**config.mk**
```make
export PLATFORM = sky130hd
export DESIGN_NAME = ping_pong_predictor
export DESIGN_NICKNAME = d
export VERILOG_FILES = /design/src/rtl/ping_pong_pkg.sv /design/src/rtl/ping_pong_predictor.sv
export SDC_FILE = /design/constraint.sdc
export NUM_CORES = 1
export LEC_CHECK = 0
export CORE_AREA = 2 2 39 41
export DETAILED_ROUTE_END_ITERATION = 8
export DIE_AREA = 0 0 41 43
export GPL_TIMING_DRIVEN = 0
export MAX_ROUTING_LAYER = met4
export PLACE_DENSITY = 0.49
export REMOVE_ABC_BUFFERS = 1
export SLEW_MARGIN = 20
export SYNTH_ARGS = -nofsm -noshare
export SYNTH_HDL_FRONTEND = slang
export SYNTH_SLANG_ARGS = --single-unit
```
**constraint.sdc**
```tcl
create_clock -name vclk -period 2.6
set_clock_uncertainty 0.15 [all_clocks]
set_input_delay 0.52 -clock vclk [all_inputs]
set_output_delay 0.52 -clock vclk [all_outputs]
set_load 0.02 [all_outputs]
```
**src/rtl/ping_pong_pkg.sv**
```systemverilog
// Shared types and the ping-pong step rule used by the checker and by counter models.
package ping_pong_pkg;

  localparam logic DIR_UP   = 1'b1;
  localparam logic DIR_DOWN = 1'b0;

  typedef enum logic [1:0] {
    UNLOCKED = 2'd0,
    TRACK    = 2'd1,
    FAULT    = 2'd2
  } pp_state_e;

  typedef struct packed {
    logic [31:0] cnt;
    logic        dir;
  } pp_step_t;

  // Next {cnt, dir} of a ping-pong counter; callers truncate cnt to their width.
  function automatic pp_step_t pp_next(input logic [31:0] cnt, input logic dir,
                                       input logic en, input logic [31:0] min_v,
                                       input logic [31:0] max_v);
    pp_step_t r;
    r.cnt = cnt;
    r.dir = dir;
    if (en) begin
      if (dir == DIR_UP) begin
        if (cnt < max_v) r.cnt = cnt + 32'd1;
        else begin
          r.cnt = max_v - 32'd1;
          r.dir = DIR_DOWN;
        end
      end else begin
        if (cnt > min_v) r.cnt = cnt - 32'd1;
        else begin
          r.cnt = min_v + 32'd1;
          r.dir = DIR_UP;
        end
      end
    end
    return r;
  endfunction

endpackage

```
**src/rtl/ping_pong_predictor.sv**
```systemverilog
// Combinational prediction of the next (count, direction) sample from the stored baseline.
module ping_pong_predictor
  import ping_pong_pkg::*;
#(
  parameter int WIDTH = 4,
  parameter int MAX   = 15,
  parameter int MIN   = 0
) (
  input  logic [WIDTH-1:0] base_cnt,
  input  logic             base_dir,
  input  logic             base_en,
  output logic [WIDTH-1:0] pred_cnt,
  output logic             pred_dir
);

  pp_step_t step;

  always_comb begin
    step     = pp_next(32'(base_cnt), base_dir, base_en, 32'(MIN), 32'(MAX));
    pred_cnt = WIDTH'(step.cnt);
    pred_dir = step.dir;
  end

endmodule

```
==> impl_metrics.ini <==
[run_status]
outcome = complete, no violations

[layout]
drive_above_1_share = 0.250
seq_cells = 0
seq_area_um2 = 0
final_cell_mix = 5 x dlygate4sd2_1, 4 x inv_1, 4 x nand2_1
final_area_um2 = 358
utilization = 0.259
area_growth_pct = 46.7
final_common_cell = dlygate4sd2_1
nClkBuffers = 0
fin_nets = 54
diodes = 0

[die]
fp-row-count = 14
ioPinCount = 11
start_util = 0.176
die_y_um = 43
fp.dieArea_um2 = 1760
fp.dieW_um = 41
coreArea_um2 = 1380

[routing]
viasPerCell = 5.00
drt_iter0_drc = 10
vias = 300
wirelength_um = 691
drtAntennaViolNets = 0
wl_per_cell_um = 11.5
dr.pass1.iters = 4
drcViolationCount = 0

[critical_path]
worstSetupStartpointType = input pin
critical_path.top_delay_family = buffers and inverters
crit_required_ps = 1930
cp.arrival_ps = 1800
crit_buf_inv = 3
worst-path-max-fanout = 9
cp_slowest_cell = dlygate4sd2_1
critPathMaxStageDelay_ps = 370
critPathKind = input pin to output port
path_cells = dlygate4sd2_1 > inv_1 > o31a_1 > a22o_1 > clkdlybuf4s15_2
cp-end-kind = output port

[sta]
fmax_ghz = 0.406
fin_setup_tns_ps = 0
tightestPinTransition_ps = 347
finalSetupViolCount = 0
relSlewSlack = 0.769
rsz0062_at_grt = no
fin_crit_ps = 2470
hold_viol_final = 0
worst_slack_ps = 135
fin_crit_sh = 0.948
slew_viol_final = 0

[pwr]
comb_power_share = 1.000
vdd_drop_max_mv = 0.0562
leakage_nw = 0.146
intPower_w = 0.0000268
power.density_nw_per_um2 = 169
pwr-share-seq = 0
pwr-share-clk = 0
swShare = 0.556
p_switching_w = 0.0000336

[place]
dpl_cell_area_um2 = 355
io_buffers = 11
pre_cts_ws_ps = -644
gp_congestion = 0.752
post-dp-hpwl_um = 475

[logic_synthesis]
yosysWarnings = 0
yosysSeqAreaShare = 0
netlist_instances = 35
syn_area_um2 = 244
syn_area_per_cell_um2 = 6.97
synth.distinct_cells = 25

[global_route]
grt_pass1_wl_um = 1110
antenna_found_initial = 0
grt_pass1_vias = 241
overflow = 0
grt_start_max_net_pins = 10
grt_usage = 0.0850

[flow_run]
maxCapViolCount = 0

[clock_tree]
cts_hold_buf = 0

[min_path]
hp-class = input pin to output port
worst min-delay path: cells and delay by family:
| kind | cells | cell delay, ps |
|---|---|---|
| AOI/OAI and AO/OA | 1 | 100 |
| buffers and inverters | 2 | 320 |
| and+or+nand+nor | 2 | 140 |
per-stage QoR:
stage / total power, W / instances / hold slack (ps)
floorplan: 0.0000311 / 33 / 1060
global route: 0.0000660 / 60 / 1480
detailed placement: 0.0000636 / 60 / 2100
global placement: 0.0000641 / 60 / 2110
finish: 0.0000604 / 60 / 1440
CTS: 0.0000575 / 60 / 1570
path summary, 6_finish.rpt:
path / start / end / slack [ps] / depth (start not counted)
setup / recovery: base_dir / pred_cnt[1] / 130 / 5
hold / removal: base_cnt[1] / pred_cnt[3] / 1440 / 5
kinds of logic (layout without fill, tap and decap cells):
group / Yosys count / in the layout / synth area share
AND/OR/NAND/NOR: 13 / 13 / 0.338
AO/OA/AOI/OAI: 14 / 14 / 0.421
adder cells (fa/ha/maj): 2 / 2 / 0.103
buffers and inverters: 6 / 15 / 0.138
Yosys cell counts (2+ instances only):
library cell / instances / area, um2
inv_1: 4 / 15.0
nand2_1: 4 / 15.0
a21oi_1: 3 / 15.0
ha_1: 2 / 25.0
o2111ai_1: 2 / 17.5
power groups by stage:
| stage | registers, W | logic, W | clock network, W |
|---|---|---|---|
| 2_1_floorplan | 0 | 0.0000311 | 0 |
| 5_1_grt | 0 | 0.0000660 | 0 |
| 4_1_cts | 0 | 0.0000575 | 0 |
| 3_3_place_gp | 0 | 0.0000641 | 0 |
| 3_5_place_dp | 0 | 0.0000636 | 0 |
| 6_report | 0 | 0.0000604 | 0 |
final cells by class:
class,instances,area [um2]
repair buffers,11,91.3
well taps,16,20.0
multi-input cells,29,231
inverters,4,15.0
fillers,162,1030
per-layer routing:
layer | vias to the layer above | GRT usage | wire length, um
met5 | - | - | 0
met4 | 0 | 0 | 0
met3 | 0 | 0 | 73
met2 | 16 | 0.119 | 246
met1 | 133 | 0.142 | 370
li1 | 151 | - | -
what timing repair did:
action | CTS | global route
buffers inserted | 0 | 0
pin swaps | 0 | 0
setup endpoints to repair | 5 | 5
gates resized for setup | 21 | 6
gates cloned | 0 | 0
Note: power is estimated with default switching activity, not from simulation.
